[src/rtl/lc3b_types_pkg.sv]
// Shared LC-3b pipeline types: buffer state encoding and per-stage NOP payloads.
package lc3b_types;

  // Buffer occupancy state; the encoding doubles as the occupancy count.
  typedef enum logic [1:0] {
    BUF_EMPTY = 2'd0,
    BUF_ONE   = 2'd1,
    BUF_FULL  = 2'd2
  } buf_state_e;

  localparam int unsigned OCC_W = 2;

  // LC-3b NOP: BR with no condition bits set never branches.
  localparam logic [15:0] LC3B_NOP_INSTR = 16'h0000;

  // Bubble payloads per inter-stage buffer (control bits cleared, IR = NOP).
  localparam logic [31:0] NOP_IF_ID  = {16'h0000, LC3B_NOP_INSTR};
  localparam logic [47:0] NOP_ID_EX  = {32'h0000_0000, LC3B_NOP_INSTR};
  localparam logic [47:0] NOP_EX_MEM = {32'h0000_0000, LC3B_NOP_INSTR};
  localparam logic [47:0] NOP_MEM_WB = {32'h0000_0000, LC3B_NOP_INSTR};

endpackage

[src/rtl/pipe_stage_buf_perf_ctr.sv]
// pipe_perf_ctr: saturating event counter with increment enable, cleared only by reset.
module pipe_perf_ctr #(
  parameter int unsigned CNT_W = 16
) (
  input  logic             clk,
  input  logic             reset_n,
  input  logic             inc_en,
  output logic [CNT_W-1:0] count
);

  localparam logic [CNT_W-1:0] CNT_ONE = 1;
  localparam logic [CNT_W-1:0] CNT_MAX = '1;

  logic [CNT_W-1:0] count_q;

  // Count enabled cycles, sticking at all-ones instead of wrapping.
  always_ff @(posedge clk or negedge reset_n) begin
    if (!reset_n) begin
      count_q <= '0;
    end else if (inc_en && (count_q != CNT_MAX)) begin
      count_q <= count_q + CNT_ONE;
    end
  end

  assign count = count_q;

endmodule

[src/rtl/pipe_stage_buf.sv]
// pipe_stage_buf: one inter-stage pipeline register with a two-entry skid,
// registered in_ready, and synchronous flush that leaves a bubble.
// Optional feature: define PIPE_BUF_PERF_EN to add stall/bubble counters.
module pipe_stage_buf
  import lc3b_types::*;
#(
  parameter int unsigned          WIDTH     = 16,
  parameter logic [WIDTH-1:0]     NOP_VALUE = '0,
  parameter int unsigned          CNT_W     = 16
) (
  input  logic             clk,
  input  logic             reset_n,
  input  logic             in_valid,
  output logic             in_ready,
  input  logic [WIDTH-1:0] in_data,
  output logic             out_valid,
  input  logic             out_ready,
  output logic [WIDTH-1:0] out_data,
  input  logic             flush,
  output logic [OCC_W-1:0] occupancy
`ifdef PIPE_BUF_PERF_EN
  ,
  output logic [CNT_W-1:0] stall_count,
  output logic [CNT_W-1:0] bubble_count
`endif
);

  buf_state_e       state_q;
  logic [WIDTH-1:0] main_q;
  logic [WIDTH-1:0] skid_q;
  logic             in_ready_q;
  logic             out_valid_q;

  logic in_fire_d;
  logic out_fire_d;

  // Handshakes use only registered flags, so in_ready never depends on out_ready.
  assign in_fire_d  = in_valid & in_ready_q;
  assign out_fire_d = out_valid_q & out_ready;

  // Buffer FSM: flush wins; main always holds the head beat or the NOP payload.
  always_ff @(posedge clk or negedge reset_n) begin
    if (!reset_n) begin
      state_q     <= BUF_EMPTY;
      main_q      <= NOP_VALUE;
      skid_q      <= NOP_VALUE;
      in_ready_q  <= 1'b1;
      out_valid_q <= 1'b0;
    end else if (flush) begin
      state_q     <= BUF_EMPTY;
      main_q      <= NOP_VALUE;
      skid_q      <= NOP_VALUE;
      in_ready_q  <= 1'b1;
      out_valid_q <= 1'b0;
    end else begin
      case (state_q)
        BUF_EMPTY: begin
          if (in_fire_d) begin
            state_q     <= BUF_ONE;
            main_q      <= in_data;
            out_valid_q <= 1'b1;
          end
        end
        BUF_ONE: begin
          if (in_fire_d && out_fire_d) begin
            main_q <= in_data;
          end else if (in_fire_d) begin
            state_q    <= BUF_FULL;
            skid_q     <= in_data;
            in_ready_q <= 1'b0;
          end else if (out_fire_d) begin
            state_q     <= BUF_EMPTY;
            main_q      <= NOP_VALUE;
            out_valid_q <= 1'b0;
          end
        end
        BUF_FULL: begin
          if (out_fire_d) begin
            state_q    <= BUF_ONE;
            main_q     <= skid_q;
            skid_q     <= NOP_VALUE;
            in_ready_q <= 1'b1;
          end
        end
        default: begin
          state_q     <= BUF_EMPTY;
          main_q      <= NOP_VALUE;
          skid_q      <= NOP_VALUE;
          in_ready_q  <= 1'b1;
          out_valid_q <= 1'b0;
        end
      endcase
    end
  end

  assign in_ready  = in_ready_q;
  assign out_valid = out_valid_q;
  assign out_data  = main_q;
  assign occupancy = state_q;

`ifdef PIPE_BUF_PERF_EN
  logic stall_inc_d;
  logic bubble_inc_d;

  assign stall_inc_d  = out_valid_q & ~out_ready;
  assign bubble_inc_d = ~out_valid_q;

  pipe_perf_ctr #(.CNT_W(CNT_W)) u_stall_ctr (
    .clk     (clk),
    .reset_n (reset_n),
    .inc_en  (stall_inc_d),
    .count   (stall_count)
  );

  pipe_perf_ctr #(.CNT_W(CNT_W)) u_bubble_ctr (
    .clk     (clk),
    .reset_n (reset_n),
    .inc_en  (bubble_inc_d),
    .count   (bubble_count)
  );
`endif

endmodule

[config.mk]
export PLATFORM = sky130hd
export DESIGN_NAME = pipe_stage_buf
export DESIGN_NICKNAME = d
export VERILOG_FILES = /design/src/rtl/lc3b_types_pkg.sv /design/src/rtl/pipe_stage_buf_perf_ctr.sv /design/src/rtl/pipe_stage_buf.sv
export SDC_FILE = /design/constraint.sdc
export NUM_CORES = 1
export LEC_CHECK = 0
export BUFFER_PORTS_ARGS = -buffer_cell sky130_fd_sc_hd__clkbuf_2
export CORE_ASPECT_RATIO = 0.75
export CORE_MARGIN = 2
export CORE_UTILIZATION = 52
export DETAILED_ROUTE_END_ITERATION = 10
export HOLD_SLACK_MARGIN = 0.15
export PLACE_DENSITY = 0.8
export SYNTH_ARGS = -nofsm -noshare
export SYNTH_HDL_FRONTEND = slang
export SYNTH_SLANG_ARGS = --single-unit
[constraint.sdc]
create_clock -name clk -period 2.43 [get_ports clk]
set_input_delay 0 -clock clk [delete_from_list [all_inputs] [get_ports clk]]
set_output_delay 0 -clock clk [all_outputs]
set_load 0.005 [all_outputs]
==> flow_summary.rst <==
.. list-table::
   :header-rows: 1

   * - Metric
     - Value
   * - CP required
     - 2.56 ns
   * - Clock latency of the later-clocked register in the worst-skew pair
     - 0.29 ns
   * - Average wire length per cell after detail routing
     - 17.12 um
   * - CP Data Arrival Time
     - 1.95 ns
   * - Post-placement setup slack
     - 0.6379 ns
   * - Number of CTS-inserted buffers
     - 5
   * - Remaining max-slew budget at the tightest pin
     - 40.47%
   * - Number of clock sinks seen by CTS
     - 36
   * - Die boundary height
     - 52.53 um
   * - Most frequent cells in the layout
     - 40 x sky130_fd_sc_hd__clkbuf_2, 35 x sky130_fd_sc_hd__dfrtp_1, 21 x sky130_fd_sc_hd__dlygate4sd3_1
   * - Switching power
     - 0.0004548 W
   * - Final weighted congestion of routability-driven global placement
     - 0.8684
   * - Crit Path Max Fanout
     - 16
   * - Distinct cells, synth
     - 31
   * - Number of vias per cell after detailed routing
     - 5.951
   * - Post-route clock period utilization
     - 74.97%
   * - Area delta synth->final
     - 30.04%
   * - Crit path capture type
     - flop
   * - Layout cell share with drive strength beyond 1
     - 33.51%
   * - Leak
     - 1.045 nW
   * - Worst path setup slack after routing
     - 0.6082 ns
   * - Maximum frequency from static timing analysis
     - 548.9 MHz
   * - Part of the total power dissipated in combinational logic
     - 23.6%
   * - Most common library cell in the layout ignoring fill and taps
     - sky130_fd_sc_hd__clkbuf_2
   * - Total number of placement rows
     - 17
   * - Antenna violations before repair
     - 0
   * - Number of max-cap violations
     - 0
   * - Post-Synthesis Cells
     - 126
   * - Largest net degree at the start of global routing
     - 37
   * - IR Drop Worst-Case VDD
     - 0.0005378 V
   * - Fraction of power spent switching nets
     - 30.22%
   * - Overflow left after global routing
     - 0
   * - Final antenna-violating net count
     - 0
   * - Warning count from the yosys run
     - 0
   * - Area taken by multi-input logic gates
     - 658.1 um^2
   * - Core area
     - 2978 um^2
   * - Footprint of the flip-flops and latches
     - 902.1 um^2
   * - Setup Total Neg Slack
     - 0 ns
   * - Sequential cell fraction of total power
     - 47.6%
   * - Status
     - finished, final reports clean
   * - Worst-case hold slack
     - 0.3695 ns
   * - Deepest level of the CTS H-tree
     - 2
   * - Final WL
     - 3868 um
   * - Number of pins exceeding their max-slew limit in the final report
     - 0
   * - Pwr Density
     - 708.7 nW/um^2
   * - Share of total power in the clock network
     - 28.7%
   * - Iter 0 DRT Violations
     - 93
   * - Internal power
     - 0.001050 W
   * - Full die area
     - 3609 um^2
   * - Drt drc
     - 0
   * - Slew of the pin with the lowest slew margin
     - 0.8929 ns
   * - First-pass GRT wire length
     - 6127 um
   * - Primary FF master, synth
     - sky130_fd_sc_hd__dfrtp_1
   * - Total number of vias
     - 1345
   * - Overall Global Routing Usage
     - 24.35%
   * - Detailed-placement wirelength estimate
     - 2388 um
   * - Number of I/O pins
     - 41
   * - First drt pass iteration count
     - 4
   * - Mean area per synthesized cell
     - 12.96 um^2
   * - Filler cells
     - 200
   * - Via count of the first global-routing pass
     - 1289
   * - Finished Core Util
     - 71.30%
   * - # setup viols final
     - 0
   * - CTS clock-pin slew for the worst setup and hold paths
     - 0.07 ns
   * - Post-synthesis instance area
     - 1633 um^2
   * - Tmin final
     - 1.822 ns
   * - Kind of start point of the critical path
     - flop
   * - Final Hold Fails
     - 0
   * - Buffer levels on the longest clock path
     - 2
   * - Cell at the root of the clock tree
     - sky130_fd_sc_hd__clkbuf_8
   * - Number of flops mapped to enable cells by yosys
     - 0
   * - Share of the yosys chip area belonging to registers
     - 55.25%
   * - Path type of the worst setup path
     - reg -> reg
   * - Synthesized Nets
     - 147
   * - Effective utilization at floorplan
     - 54.83%
   * - Number of nets in the finished design
     - 208
   * - Overall power after layout
     - 0.001505 W
   * - Worst clock skew
     - 0.008968 ns
   * - Setup Buffers After CTS
     - 0
   * - CTS tree
     - done
   * - Number of buffers added on ports
     - 40
   * - Asr flop ratio synth
     - 100.0%
   * - Number of storage elements in the synthesis netlist
     - 36
   * - Diodes inserted
     - 0
   * - Die X
     - 68.71 um
   * - Unrepaired setup endpoints after global routing
     - false
   * - Type of the worst min-delay path
     - in -> async
-- per-layer routing --
layer  part of all wire [%]  global-route usage (%)  vias to the layer above
met2                     47                   36.70                       65
li1                       -                       -                      617
met1                     44                   32.34                      655
met4                    1.9                   10.46                        0
met5                      0                   3.571                        -
met3                    7.7                   7.312                        8
-- cells by family after synthesis --
group | share of synthesized area [%]
AO/OA/AOI/OAI | 34.87
flip-flops | 55.25
AND/OR/NAND/NOR | 5.442
buffers and inverters | 4.444
-- stage by stage --
step | instances | area (um^2)
6_report | 226 | 2123
5_1_grt | 226 | 2123
4_1_cts | 226 | 2123
3_5_place_dp | 197 | 1823
3_3_place_gp | 197 | 1823
2_1_floorplan | 126 | 1633
-- path summary, 6_finish.rpt --
check | startpoint | endpoint | slack, ns | cells after the start
max reg2reg | occupancy[1]$_DFFE_PN0P_ | out_data[1]$_DFFE_PN0P_ | 0.61 | 4
min in group clk | in_data[10] | skid_q[10]$_DFFE_PN0P_ | 0.49 | 3
max in group asynchronous | reset_n | skid_q[2]$_DFFE_PN0P_ | 1.51 | 2
max | occupancy[1]$_DFFE_PN0P_ | out_data[1]$_DFFE_PN0P_ | 0.61 | 4
min reg2reg | out_data[9]$_DFFE_PN0P_ | out_data[9]$_DFFE_PN0P_ | 0.50 | 1
min | reset_n | skid_q[11]$_DFFE_PN0P_ | 0.37 | 2
-- area by class of cell --
| type | instances | share of cell area [%] |
|---|---|---|
| clock buffers | 8 | 4.243 |
| flip-flops and latches | 36 | 42.49 |
| multi-input cells | 80 | 31.00 |
| inverters | 2 | 0.3536 |
| well taps | 38 | 2.239 |
| repair buffers | 62 | 19.68 |
-- synth_stat cells, types with 2 or more instances --
cell type,instances,area [um^2]
sky130_fd_sc_hd__a21oi_1,4,20.02
sky130_fd_sc_hd__a21oi_2,2,17.52
sky130_fd_sc_hd__a22o_1,16,140.1
sky130_fd_sc_hd__a22oi_1,16,120.1
sky130_fd_sc_hd__buf_2,4,20.02
sky130_fd_sc_hd__buf_6,2,22.52
sky130_fd_sc_hd__dfrtp_1,35,875.8
sky130_fd_sc_hd__inv_1,2,7.510
sky130_fd_sc_hd__nand2_1,6,22.52
sky130_fd_sc_hd__nor2_1,3,11.26
sky130_fd_sc_hd__o21ai_1,2,10.01
sky130_fd_sc_hd__o2bb2ai_1,6,52.55
sky130_fd_sc_hd__o2bb2ai_2,10,150.1
-- power groups by stage --
stage                     clock (W)  combinational, W  sequential [W]
after CTS                  0.000438          0.000355        0.000715
final                      0.000432          0.000356        0.000717
after global routing       0.000463          0.000394        0.000725
after global placement            0          0.000315        0.000723
after detailed placement          0          0.000326        0.000724
after floorplan                   0          0.000216        0.000721
-- critical path: stages (launching register included) --
cell,delay [ns]
sky130_fd_sc_hd__dfrtp_1,0.49
sky130_fd_sc_hd__and2b_1,0.24
sky130_fd_sc_hd__o21ai_1,0.14
sky130_fd_sc_hd__a21o_1,0.63
sky130_fd_sc_hd__o2bb2ai_1,0.17
-- flip-flops by register name, indices dropped and copies added, names as in the netlist --
name	flops
out_data	16
skid_q	16
occupancy	2
in_ready	1
out_valid	1
-- what timing repair did --
| action | CTS | global route |
|---|---|---|
| endpoints found under the setup margin | 0 | 0 |
| hold endpoints to repair | 71 | 0 |
| gates resized for setup | 0 | 0 |
| hold buffers | 21 | 0 |
Power figures use the tool's default switching activity.
